**src/rtl/buffered_inport.sv**
```systemverilog
// buffered_inport: valid/ready input port with DEPTH-entry FIFO, status word, sticky flags and threshold irq
module buffered_inport #(
    parameter int WIDTH        = 32,
    parameter int DEPTH        = 8,
    parameter int DROP_ON_FULL = 0,
    parameter int IRQ_THRESH   = 1
) (
    input  logic                       clk,
    input  logic                       clr_n,
    input  logic                       sclr,
    input  logic [WIDTH-1:0]           dev_data,
    input  logic                       dev_valid,
    output logic                       dev_ready,
    input  logic                       rd_en,
    input  logic                       stat_sel,
    output logic [WIDTH-1:0]           q,
    output logic                       empty,
    output logic                       full,
    output logic [$clog2(DEPTH):0]     count,
    output logic                       irq
);
    localparam int AW = $clog2(DEPTH);

    logic [WIDTH-1:0] r_mem [DEPTH];
    logic [AW-1:0]    r_wptr;
    logic [AW-1:0]    r_rptr;
    logic [AW:0]      r_count;
    logic [WIDTH-1:0] r_q;
    logic             r_ovf;
    logic             r_unf;

    logic             w_empty;
    logic             w_full;
    logic             w_rd_data;
    logic             w_rd_stat;
    logic             w_pop;
    logic             w_push;
    logic             w_ovf_evt;
    logic             w_unf_evt;
    logic [WIDTH-1:0] w_status;

    assign w_empty   = r_count == '0;
    assign w_full    = r_count == (AW+1)'(DEPTH);
    assign dev_ready = (DROP_ON_FULL != 0) ? 1'b1 : !w_full;
    assign w_rd_data = rd_en && !stat_sel;
    assign w_rd_stat = rd_en && stat_sel;
    assign w_pop     = w_rd_data && !w_empty;
    assign w_unf_evt = w_rd_data && w_empty;
    // a pop in the same cycle frees the slot, so a full FIFO can still take the word
    assign w_push    = dev_valid && dev_ready && (!w_full || w_pop);
    assign w_ovf_evt = (DROP_ON_FULL != 0) && dev_valid && w_full && !w_pop;

    assign q     = r_q;
    assign empty = w_empty;
    assign full  = w_full;
    assign count = r_count;
    assign irq   = r_count >= (AW+1)'(IRQ_THRESH);

    // status word built from pre-edge occupancy and flags
    always_comb begin
        w_status             = '0;
        w_status[AW:0]       = r_count;
        w_status[AW+1]       = w_empty;
        w_status[AW+2]       = w_full;
        w_status[AW+3]       = r_ovf;
        w_status[AW+4]       = r_unf;
    end

    // storage has no reset; stale entries are never read because pointers are cleared
    always_ff @(posedge clk) begin
        if (w_push && !sclr)
            r_mem[r_wptr] <= dev_data;
    end

    // pointers, occupancy, read register and sticky flags
    always_ff @(posedge clk or negedge clr_n) begin
        if (!clr_n) begin
            r_wptr  <= '0;
            r_rptr  <= '0;
            r_count <= '0;
            r_q     <= '0;
            r_ovf   <= 1'b0;
            r_unf   <= 1'b0;
        end else if (sclr) begin
            r_wptr  <= '0;
            r_rptr  <= '0;
            r_count <= '0;
            r_q     <= '0;
            r_ovf   <= 1'b0;
            r_unf   <= 1'b0;
        end else begin
            if (w_push)
                r_wptr <= r_wptr + AW'(1);
            if (w_pop)
                r_rptr <= r_rptr + AW'(1);
            r_count <= r_count + (AW+1)'(w_push) - (AW+1)'(w_pop);
            if (rd_en)
                r_q <= stat_sel ? w_status : (w_pop ? r_mem[r_rptr] : '0);
            r_ovf <= w_ovf_evt || (r_ovf && !w_rd_stat);
            r_unf <= w_unf_evt || (r_unf && !w_rd_stat);
        end
    end
endmodule

```
**config.mk**
```make
export PLATFORM = sky130hd
export DESIGN_NAME = buffered_inport
export DESIGN_NICKNAME = d
export VERILOG_FILES = /design/src/rtl/buffered_inport.sv
export SDC_FILE = /design/constraint.sdc
export NUM_CORES = 1
export LEC_CHECK = 0
export ABC_AREA = 1
export BUFFER_PORTS_ARGS = -buffer_cell sky130_fd_sc_hd__buf_4
export CORE_MARGIN = 10
export CORE_UTILIZATION = 40
export CTS_CLUSTER_SIZE = 20
export DETAILED_ROUTE_END_ITERATION = 7
export GPL_TIMING_DRIVEN = 0
export SETUP_SLACK_MARGIN = 0.02
export SLEW_MARGIN = 20
export SYNTH_ARGS = -nofsm -noshare
export SYNTH_HDL_FRONTEND = slang
export SYNTH_SLANG_ARGS = --single-unit
```
**constraint.sdc**
```tcl
create_clock -name clk -period 3.7 [get_ports clk]
set_input_delay 0.74 -clock clk [delete_from_list [all_inputs] [get_ports clk]]
set_output_delay 0.74 -clock clk [all_outputs]
set_load 0.005 [all_outputs]
```
# Word level (Yosys, flattened, before mapping)
# Memory sizes are Yosys's and may differ from the RTL's.
# Index checks and enable logic that the tools add are counted.
# word_totals
elab_cells	46
out_inout_bits	40
regBits	44
ramBits	256
n_memories	1
# classes
n_eq_ne	1
n_addsub	4
reduce_logical	20
n_lt_le_gt_ge	1
mux	13
# mem_list
memory	words	width	rd	rd_ports_with_merged_regs	wr	line	rtl
r_mem	8	32	1	0	1	24	logic [WIDTH-1:0] r_mem [DEPTH];
# ops
operator	count
32-bit two-way mux	4
3-bit two-way mux	4
1-bit logical AND	9
3-bit by 1-bit adder with 3-bit output (second input constant)	2
2-bit nonzero test	3
1-bit logical NOT	5
4-bit by 1-bit adder with 4-bit output	1
4-bit equality test (second input constant)	1
4-bit by 1-bit >= comparator with 1-bit output (second input constant)	1
4-bit logical NOT	1
1-bit two-way mux	4
4-bit two-way mux	1
4-bit by 1-bit subtractor with 4-bit output	1
1-bit logical OR	2

# Depth between registers and ports, before layout
# logic_depth
word_depth	8
mapped_depth	12
depth_no_buf	12

# Worst setup path after synthesis
# No wires, ideal clock.
# synth_timing
path_kind	input port to flip-flop
from	input port sclr
to	memory r_mem[0][0] (enable)
arrival_time_ns	2.550
cell_stages	4
setup_slack_ns	0.729
n_path_buf	1
cell_sequence	buf_2 > nor2_1 > nand2_1 > nor2_1
# synth_via
elab_chain_len	4
# synth_rtl
element	line	rtl
start, declared	10	input logic sclr,
1-bit logical NOT	71	if (w_push && !sclr)
1-bit logical AND	71	
1-bit two-way mux	71	
1-bit two-way mux (implied by the code)	72	r_mem[r_wptr] <= dev_data;
end, declared	24	
# Every way passes these cells.

# Worst setup path after layout
# layout_timing
from	register r_count[2], in the netlist count[2]
to	memory r_mem[0][21] (enable)
# layout_via
elab_chain_len	8
# layout_rtl
element	line	rtl
start, declared	27	logic [AW:0] r_count;
start signal, assigned	96	r_count <= r_count + (AW+1)'(w_push) - (AW+1)'(w_pop);
4-bit logical NOT	42	assign w_empty = r_count == '0;
1-bit logical NOT	47	assign w_pop = w_rd_data && !w_empty;
1-bit logical AND	47	
1-bit logical OR	50	assign w_push = dev_valid && dev_ready && (!w_full || w_pop);
1-bit logical AND (*)	50	
1-bit logical AND (*)	71	
1-bit two-way mux (*)	71	
1-bit two-way mux (implied by the code) (*)	72	
# Mark *: on every way between the ends. The rest lies on a longest branch, timed or not.

==> impl_metrics.yaml <==
cells_and_area:
  nFillCells: 2631
  multiInputGateArea_um2: 2790
  drive_above_1_share_pct: 15.3
  area_delta_synth_final_pct: 18.5
  final_nets: 1177
  final-seq-area_um2: 8790
synth:
  synth-seq-cells: 300
  synth_seq_area_share_pct: 72.7
  ys.warnings.count: 0
  ys_types: 23
  netlist_area_um2: 12100
  syn_area_per_cell_um2: 11.9
  synth_cells: 1014
  syn-num-nets: 1061
worst_setup_path:
  critPathRequiredTime_ns: 3.96
  worstReg2RegEnd: "r_mem[0][21]"
  cp-end-kind: "register"
  reg2reg_setup_slack_ns: 1.03
  rr_worst_depth: 8
  path_cells: "inv_1 -> ha_1 -> nand2_1 -> nand2_1 -> nor2_1 -> nand2_1 -> nor2_4 -> buf_16"
  startpoint_type: "register"
  crit_path_frequent_cell: "nand2_1"
  arrival_ns: 2.93
  path_class: "register to register"
  cpPeakStageDelay_ns: 0.63
  critPathMaxFanout: 17
  slowest_stage: "nor2_4"
  r2r_start: "count[2]"
routing:
  dr.pass1.iters: 5
  via_per_inst: 5.15
  wire_per_inst_um: 20.0
  post-route-drc-count: 0
  antenna_left: 0
  route.final.wire_length_um: 30800
  drt_iter0_drc: 739
  via_count: 7951
job:
  max-cap-violations: 0
clock_network:
  clk_pin_slew_ns: 0.06
  root_buffer: "clkbuf_16"
  cts_resized: 0
  clock_sinks: 300
  cts_setup_buffers: 0
  h-tree-depth: 1
  clockBufferDepth: 3
  ctsHoldBuffers: 0
  cts_made_buffers: 30
  insertion_delay_ns: 0.56
  cts_tree: "yes"
timing:
  report.final.slew_viol_count: 0
  skew_ns: 0.0152
  finalCritPeriodShare_pct: 72.2
  maxSlewHeadroom_pct: 51.7
  tns_ns: 0
  max_freq_mhz: 374
  hold_viol: 0
  rsz0062_at_grt: "false"
  holdWs_ns: 0.228
  worst_pin_slew_ns: 0.724
  fin_crit_ns: 2.67
  finalSetupViolCount: 0
status:
  status: "finished, final reports clean"
placement:
  globalplace.congestion: 0.777
  dp_hpwl_um: 20500
  io_buffers: 75
floorplanning:
  die_area_um2: 37600
  ios: 78
  coreArea_um2: 29700
  die_h_um: 194
  die_w_um: 194
  start_util_pct: 40.7
  rows: 63
global_routing:
  grt-ovfl-total: 0
  grt_pass1_wl_um: 47200
  grt_max_degree: 45
  global_route.usage.total_pct: 16.0
  antenna_found_initial: 1
  grt_pass1_vias: 7938
power:
  vdd_drop_max_uv: 415
  power_leakage_nw: 5.55
  p_per_area_nw_per_um2: 566
min_path:
  hold_path.class: "primary input to asynchronous set/reset pin"
## cell type report
cell class	count	area share [%]
tap	390	3.40
clock buffer	39	5.69
buffer	55	2.21
timing repair buffer	84	5.41
sequential	300	61.3
multi-input combinational	588	19.4
antenna	1	0.0175
inverter	71	1.86
clock inverter	16	0.698
## stage by stage
step                      total power [mW]  worst slack, ns  utilization [%]  area [um^2]  std cells
after floorplan                       4.75            0.729                -        12100       1014
after global placement                5.30           -0.735             44.2        13100       1479
after detailed placement              5.36             1.01             45.2        13400       1488
after CTS                             8.18            0.994             48.2        14300       1543
after global routing                  8.48            0.811             48.2        14300       1543
final                                 8.12             1.03             48.3        14300       1544
## state kept, by name (all words and copies together) (netlist names)
register	count
r_mem	256
q	32
count	4
r_rptr	3
r_wptr	3
r_ovf	1
r_unf	1
## logic make-up (layout without fill, tap and decap cells)
family / count (synthesis) / in the layout / share of synthesized area (%)
simple gates: 418 / 418 / 13.8
xor+xnor: 1 / 1 / 0.0724
buf+inv: 126 / 265 / 4.82
fa+ha+maj: 9 / 9 / 0.993
other cells: 0 / 1 / 0
compound gates: 160 / 160 / 7.61
flops: 300 / 300 / 72.7
## worst max path at each step
| stage | slack, ns | depth (start not counted) | startpoint | end |
|---|---|---|---|---|
| global route | 0.81 | 8 | count[2] | r_mem[0][21] |
| detailed placement | 1.01 | 8 | count[2] | r_mem[0][26] |
| floorplan | 0.73 | 4 | sclr | r_mem[0][0] |
| global placement | -0.74 | 7 | count[2] | r_mem[2][22] |
| finish | 1.03 | 8 | count[2] | r_mem[0][21] |
| CTS | 0.99 | 8 | count[2] | r_mem[0][21] |
## cell usage after synthesis
library cell,instances,share of area (%)
nand3_2,1,0.083
nor2_4,1,0.093
a21oi_1,8,0.33
o21ai_1,21,0.87
clkbuf_2,1,0.041
fa_1,1,0.17
nand2_1,182,5.6
inv_2,3,0.093
buf_1,1,0.031
inv_1,67,2.1
buf_6,9,0.84
buf_2,24,0.99
clkbuf_1,17,0.53
dfrtp_1,44,9.1
edfxtp_1,256,64
clkinv_1,1,0.031
nor2_1,160,5.0
xnor2_1,1,0.072
o21ai_0,83,3.4
ha_1,8,0.83
o211ai_1,48,3.0
nand3_1,74,3.1
buf_4,3,0.19
## worst max-delay path: cells and delay by family (launching register included)
kind	cells	cell delay, ns
buf+inv	2	0.34
fa+ha+maj	1	0.20
flops	1	0.38
simple gates	5	1.43
## power by group
group	leakage, nW	switching (mW)	internal [mW]
sequential	2.91	0.0752	3.84
clock	0.452	1.23	1.61
combinational	2.18	0.875	0.487
## routing by layer
metal	global-route usage, %	up-vias	part of all wire [%]	wire length, um
li1	-	3745	-	-
met3	2.89	51	6.5	1990
met1	21.0	3902	44	13600
met4	4.74	0	2.5	774
met2	26.4	253	47	14500
met5	0	-	0	0
## layout by cell type (no fill, tap or decap), types with 3 or more instances in the layout
master / Yosys / final
clkbuf_1: 17 / 24
edfxtp_1: 256 / 256
inv_1: 67 / 67
buf_4: 3 / 78
clkinv_1: 1 / 7
buf_2: 24 / 24
buf_12: 0 / 3
o21ai_1: 21 / 21
nand2_1: 182 / 182
clkbuf_16: 0 / 31
buf_16: 0 / 5
nand3_1: 74 / 74
ha_1: 8 / 8
clkinv_2: 0 / 8
a21oi_1: 8 / 8
dfrtp_1: 44 / 44
o21ai_0: 83 / 83
nor2_1: 160 / 152
o211ai_1: 48 / 48
buf_6: 9 / 9
nor2_4: 1 / 9
inv_2: 3 / 3
Note: power is estimated with default switching activity, not from simulation.
